$ cat config.mk
export PLATFORM = sky130hd
export DESIGN_NAME = branch_redirect_unit
export DESIGN_NICKNAME = d
export VERILOG_FILES = /design/src/rtl/bru_pkg.sv /design/src/rtl/branch_compare.sv /design/src/rtl/branch_redirect_unit.sv
export SDC_FILE = /design/constraint.sdc
export NUM_CORES = 1
export LEC_CHECK = 0
export CAP_MARGIN = 5
export CORE_UTILIZATION = 35
export DETAILED_ROUTE_END_ITERATION = 16
export GPL_ROUTABILITY_DRIVEN = 0
export PLACE_DENSITY = 0.64
export SETUP_SLACK_MARGIN = 0.3
export SLEW_MARGIN = 10
export SYNTH_ARGS = -nofsm -noshare
export SYNTH_HDL_FRONTEND = slang
export SYNTH_HIERARCHICAL = 1
export SYNTH_SLANG_ARGS = --single-unit
$ cat constraint.sdc
create_clock -name clk -period 3.9 [get_ports clk]
set_input_delay 0.39 -clock clk [delete_from_list [all_inputs] [get_ports clk]]
set_output_delay 0.39 -clock clk [all_outputs]
set_load 0.005 [all_outputs]
$ cat src/rtl/bru_pkg.sv
// Shared types and constants for the branch redirect unit: XLEN, branch funct3 codes, FSM states.
package bru_pkg;

  localparam int unsigned XLEN = 32;

  localparam logic [2:0] F3_BEQ  = 3'b000;
  localparam logic [2:0] F3_BNE  = 3'b001;
  localparam logic [2:0] F3_BLT  = 3'b100;
  localparam logic [2:0] F3_BGE  = 3'b101;
  localparam logic [2:0] F3_BLTU = 3'b110;
  localparam logic [2:0] F3_BGEU = 3'b111;

  typedef enum logic {
    IDLE   = 1'b0,
    SHADOW = 1'b1
  } bru_state_e;

endpackage : bru_pkg

$ cat src/rtl/branch_compare.sv
// Combinational branch condition evaluation; codes 010/011 are never taken.
module branch_compare
  import bru_pkg::*;
(
  input  logic [2:0]      funct3,
  input  logic [XLEN-1:0] rs1_val,
  input  logic [XLEN-1:0] rs2_val,
  output logic            br_taken
);

  always_comb begin
    br_taken = 1'b0;
    unique case (funct3)
      F3_BEQ:  br_taken = (rs1_val == rs2_val);
      F3_BNE:  br_taken = (rs1_val != rs2_val);
      F3_BLT:  br_taken = ($signed(rs1_val) <  $signed(rs2_val));
      F3_BGE:  br_taken = ($signed(rs1_val) >= $signed(rs2_val));
      F3_BLTU: br_taken = (rs1_val <  rs2_val);
      F3_BGEU: br_taken = (rs1_val >= rs2_val);
      default: br_taken = 1'b0;
    endcase
  end

endmodule : branch_compare

$ cat src/rtl/branch_redirect_unit.sv
// Execute-stage branch/jump resolution, fetch redirect, wrong-path squash and taken counter.
// Optional BRU_MISALIGN_TRAP_EN: misaligned taken targets raise misalign_trap instead of redirecting.
module branch_redirect_unit
  import bru_pkg::*;
#(
  parameter int unsigned SQUASH_DEPTH = 2,
  parameter int unsigned CNT_W        = 32
) (
  input  logic             clk,
  input  logic             rst,
  input  logic             valid_ex,
  input  logic             stall_ex,
  input  logic             is_branch,
  input  logic             is_jal,
  input  logic             is_jalr,
  input  logic [2:0]       funct3,
  input  logic [XLEN-1:0]  rs1_val,
  input  logic [XLEN-1:0]  rs2_val,
  input  logic [XLEN-1:0]  pc_ex,
  input  logic [XLEN-1:0]  imm_ex,
  output logic             forward_adr_from_ex,
  output logic [XLEN-1:0]  target_pc,
  output logic [XLEN-1:0]  link_addr,
  output logic             kill_ex,
  output logic             flush_if_id,
  output logic             flush_id_ex,
  output logic [CNT_W-1:0] taken_count
`ifdef BRU_MISALIGN_TRAP_EN
  ,
  output logic             misalign_trap
`endif
);

  localparam int unsigned SQ_W = 3;

  bru_state_e        state_q, state_d;
  logic [SQ_W-1:0]   squash_cnt_q, squash_cnt_d;
  logic [CNT_W-1:0]  taken_count_q, taken_count_d;

  logic              br_taken;
  logic              taken;
  logic              eligible;
  logic              redirect;
  logic              misaligned;
  logic [XLEN-1:0]   raw_target;

  branch_compare u_branch_compare (
    .funct3   (funct3),
    .rs1_val  (rs1_val),
    .rs2_val  (rs2_val),
    .br_taken (br_taken)
  );

  // JALR outranks JAL, which outranks a conditional branch.
  always_comb begin
    if (is_jalr) begin
      raw_target = (rs1_val + imm_ex) & ~XLEN'(1);
    end else begin
      raw_target = pc_ex + imm_ex;
    end
  end

  assign taken      = is_jalr | is_jal | (is_branch & br_taken);
  assign misaligned = (raw_target[1:0] != 2'b00);
  assign link_addr  = pc_ex + XLEN'(4);

  always_comb begin
    kill_ex             = (state_q == SHADOW) & ~rst;
    eligible            = valid_ex & ~stall_ex & ~kill_ex & ~rst;
`ifdef BRU_MISALIGN_TRAP_EN
    misalign_trap       = eligible & taken & misaligned;
    redirect            = eligible & taken & ~misaligned;
`else
    redirect            = eligible & taken;
`endif
    forward_adr_from_ex = redirect;
    flush_if_id         = redirect;
    flush_id_ex         = redirect;
    target_pc           = rst ? '0 : raw_target;
    taken_count         = taken_count_q;

    state_d       = state_q;
    squash_cnt_d  = squash_cnt_q;
    taken_count_d = taken_count_q;

    if (rst) begin
      state_d       = IDLE;
      squash_cnt_d  = '0;
      taken_count_d = '0;
    end else begin
      unique case (state_q)
        IDLE: begin
          if (redirect) begin
            state_d       = SHADOW;
            squash_cnt_d  = SQ_W'(SQUASH_DEPTH);
            taken_count_d = taken_count_q + CNT_W'(1);
          end
        end
        SHADOW: begin
          // A stalled EX slot does not advance the wrong-path instruction stream.
          if (!stall_ex) begin
            if (squash_cnt_q <= SQ_W'(1)) begin
              state_d      = IDLE;
              squash_cnt_d = '0;
            end else begin
              squash_cnt_d = squash_cnt_q - SQ_W'(1);
            end
          end
        end
        default: begin
          state_d      = IDLE;
          squash_cnt_d = '0;
        end
      endcase
    end
  end

  // Misalignment only matters when the trap feature is built in.
  logic unused_misaligned;
  assign unused_misaligned = misaligned;

  always_ff @(posedge clk) begin
    state_q       <= state_d;
    squash_cnt_q  <= squash_cnt_d;
    taken_count_q <= taken_count_d;
  end

endmodule : branch_redirect_unit

==> flow_metrics.env <==
export IMPL_grt_use_total_pct=25.7
export IMPL_fin_area_um2=11600
export IMPL_rsz0062_at_grt="true"
export IMPL_synth_nets=1160
export IMPL_drtIter0Drc=372
export IMPL_synth_seq_cells=36
export IMPL_setup_viol=0
export IMPL_die_width_um=140
export IMPL_crit_top_cell="buf_6"
export IMPL_synth_area_um2=6710
export IMPL_critical_path_class="in -> reg"
export IMPL_whs_ps=492
export IMPL_die_y_um=140
export IMPL_wl_per_cell_um=17.1
export IMPL_required_ps=4120
export IMPL_antenna_found_initial=1
export IMPL_start_util_pct=35.8
export IMPL_clk_root_buffer_cell="clkbuf_16"
export IMPL_fin_total_pwr_uw=2270
export IMPL_outcome="finished, final reports clean"
export IMPL_grt_start_max_net_pins=28
export IMPL_maxCapViolCount=0
export IMPL_path_cells="dlymetal6s2s_1, ha_1, nand4_1, buf_4, buf_4, a21oi_2, o31a_1, buf_6, o311a_4, nor3_4, a211o_1, buf_6, buf_6, buf_6, nand4_4, nor2_4, nand2_2, or2_4, or3_1, a21oi_1"
export IMPL_insertion_delay_ps=290
export IMPL_syn_inst=924
export IMPL_core_area_um2=18800
export IMPL_yosysUniqueCellTypes=77
export IMPL_cts_sinks=36
export IMPL_multi_input_area_um2=6550
export IMPL_htreeDepth=2
export IMPL_tightest_slew_ps=416
export IMPL_mostFrequentLayoutCells="buf_4 (170), clkdlybuf4s50_1 (128), nor2_1 (81)"
export IMPL_fillers=1672
export IMPL_hold_path_class="reg -> reg"
export IMPL_hold_viol=0
export IMPL_dpl_cell_area_um2=10400
export IMPL_cp_arrival_ps=3810
export IMPL_finalCritPeriodShare_pct=92.1
export IMPL_final_common_cell="buf_4"
export IMPL_detail_route_drc_violations=0
export IMPL_viasPerCell=5.38
export IMPL_seq_area_um2=721
export IMPL_num_vias=8393
export IMPL_slew_violations=0
export IMPL_dp_hpwl_um=20900
export IMPL_ant_nets=0
export IMPL_slew_headroom_pct=72.0
export IMPL_finalWirelength_um=26700
export IMPL_grt_remaining_overflow=0
export IMPL_fin_util_pct=61.8
export IMPL_start_kind="input port"
export IMPL_syn_avg_cell_area_um2=7.26
export IMPL_met2_length_um=12700
export IMPL_path_max_fanout=8
export IMPL_dr_wl_met3_um=1590
export IMPL_slowest_delay_ps=360
export IMPL_p_leak_uw=0.00527
export IMPL_rows=50
export IMPL_ir_worst_vdd_mv=0.174
export IMPL_power_density_nw_per_um2=196
export IMPL_fin_nets=1560
export IMPL_period_minus_slack_ps=3590
export IMPL_synth_edf_count=0
export IMPL_portBuffers=237
export IMPL_clk_pin_slew_ps=60
export IMPL_max_freq_mhz=278
export IMPL_area_growth_syn_to_layout_pct=72.8
export IMPL_wl_met1_um=11600
export IMPL_place_ws_ps=-364
export IMPL_first_global_vias=8180
export IMPL_dieArea_um2=19700
export IMPL_synthArstFlopShare_pct=0
export IMPL_cts_buffers=5
export IMPL_critPathCaptureType="flop"
export IMPL_clock_path_buffers=2
export IMPL_drive_gt1_share_pct=28.8
export IMPL_dr_pass1_iters=5
export IMPL_synth_warnings=6
export IMPL_fin_ws_ps=306
export IMPL_grt_pass1_wl_um=40900
export IMPL_hold_buffers=0
export IMPL_slowest_stage="o311a_4"
export IMPL_synth_seq_area_share_pct=10.7
export IMPL_ioPinCount=238
export IMPL_top_layer="met4"
export IMPL_synth_main_ff_cell="dfxtp_1"
export IMPL_cts_tree="done"
export IMPL_finClkSkew_ps=4.53
kinds of logic after synthesis:
| family | count (synthesis) | share of synthesized area [%] |
|---|---|---|
| buffers and inverters | 85 | 5.13 |
| flip-flops | 36 | 10.7 |
| multiplexers | 3 | 0.466 |
| AND/OR/NAND/NOR | 339 | 26.0 |
| AO/OA/AOI/OAI | 264 | 26.2 |
| adder cells (fa/ha/maj) | 98 | 18.5 |
| XOR/XNOR | 99 | 12.9 |
power breakdown:
group / switching [µW] / total [µW] / internal (µW) / leakage, µW
Sequential: 2.96 / 373 / 370 / 0.000290
Clock: 158 / 495 / 337 / 0.0000901
Combinational: 668 / 1400 / 734 / 0.00489
Total: 829 / 2270 / 1440 / 0.00527
flip-flops by register name, indices dropped and copies added (netlist names):
register	count
taken_count	32
squash_cnt_q	3
state_q	1
metal layers:
metal | GRT usage (%) | vias to the layer above
li1 | - | 4171
met1 | 32.3 | 3903
met2 | 45.6 | 274
met3 | 4.17 | 45
met4 | 6.29 | 0
met5 | 0 | -
cell usage after synthesis (all sizes together) (4+ instances only):
| cell | count | share of area [%] |
|---|---|---|
| ha | 96 | 18 |
| nor2 | 83 | 4.7 |
| a21oi | 80 | 6.1 |
| nand2 | 80 | 4.5 |
| inv | 57 | 3.2 |
| xnor2 | 52 | 6.8 |
| xor2 | 47 | 6.1 |
| o21ai | 42 | 3.1 |
| nand3 | 38 | 2.8 |
| dfxtp | 36 | 11 |
| a21o | 33 | 3.7 |
| and3 | 26 | 2.5 |
| nand4 | 26 | 2.7 |
| or3 | 19 | 1.8 |
| clkbuf | 18 | 1.0 |
| a211oi | 14 | 1.7 |
| nor2b | 14 | 1.3 |
| nor3 | 14 | 1.2 |
| o22ai | 13 | 1.2 |
| o21a | 11 | 1.2 |
| a31oi | 10 | 0.93 |
| and2 | 9 | 0.84 |
| buf | 9 | 0.88 |
| nand2b | 9 | 0.84 |
| nor4 | 7 | 0.97 |
| o211ai | 7 | 0.86 |
| a21boi | 6 | 0.67 |
| o21bai | 6 | 0.67 |
| a211o | 5 | 0.67 |
| o31ai | 5 | 0.56 |
| or2 | 5 | 0.47 |
| o211a | 4 | 0.60 |
area by class of cell:
class	instances	area share, %
Sequential cell	36	6.21
Multi-Input combinational cell	803	56.5
Clock buffer	7	1.32
Timing Repair Buffer	420	31.3
Antenna cell	1	0.0216
Tap cell	234	2.52
Clock inverter	1	0.259
Inverter	58	1.88
worst paths after layout:
check             depth (start not counted)                          from                           end  slack, ps
setup / recovery                         20                   rs1_val[12]  taken_count[29]$_SDFFE_PP0P_        310
hold / removal                            2  taken_count[31]$_SDFFE_PP0P_  taken_count[31]$_SDFFE_PP0P_        490
setup reg to reg                          7            state_q$_SDFF_PP0_  taken_count[29]$_SDFFE_PP0P_       1950
hold reg to reg                           2  taken_count[31]$_SDFFE_PP0P_  taken_count[31]$_SDFFE_PP0P_        490
worst max-delay path: cells and delay by family:
family          cells  cell delay [ps]
simple gates        7             1300
compound gates      5              980
buf+inv             7              830
fa+ha+maj           1              300
repair_timing:
action                                  CTS  global route
gates resized for setup                 192           174
buffers inserted                         18            12
endpoints found under the hold margin     0             0
endpoints found under the setup margin   39            38
pin swaps                                64            74
per-stage QoR:
stage / TNS (ps) / std cells
after floorplan: 0 / 924
after global placement: -3110 / 1521
after detailed placement: -3660 / 1521
after CTS: 0 / 1547
after global routing: 0 / 1560
final: 0 / 1560
Power figures use the tool's default switching activity.
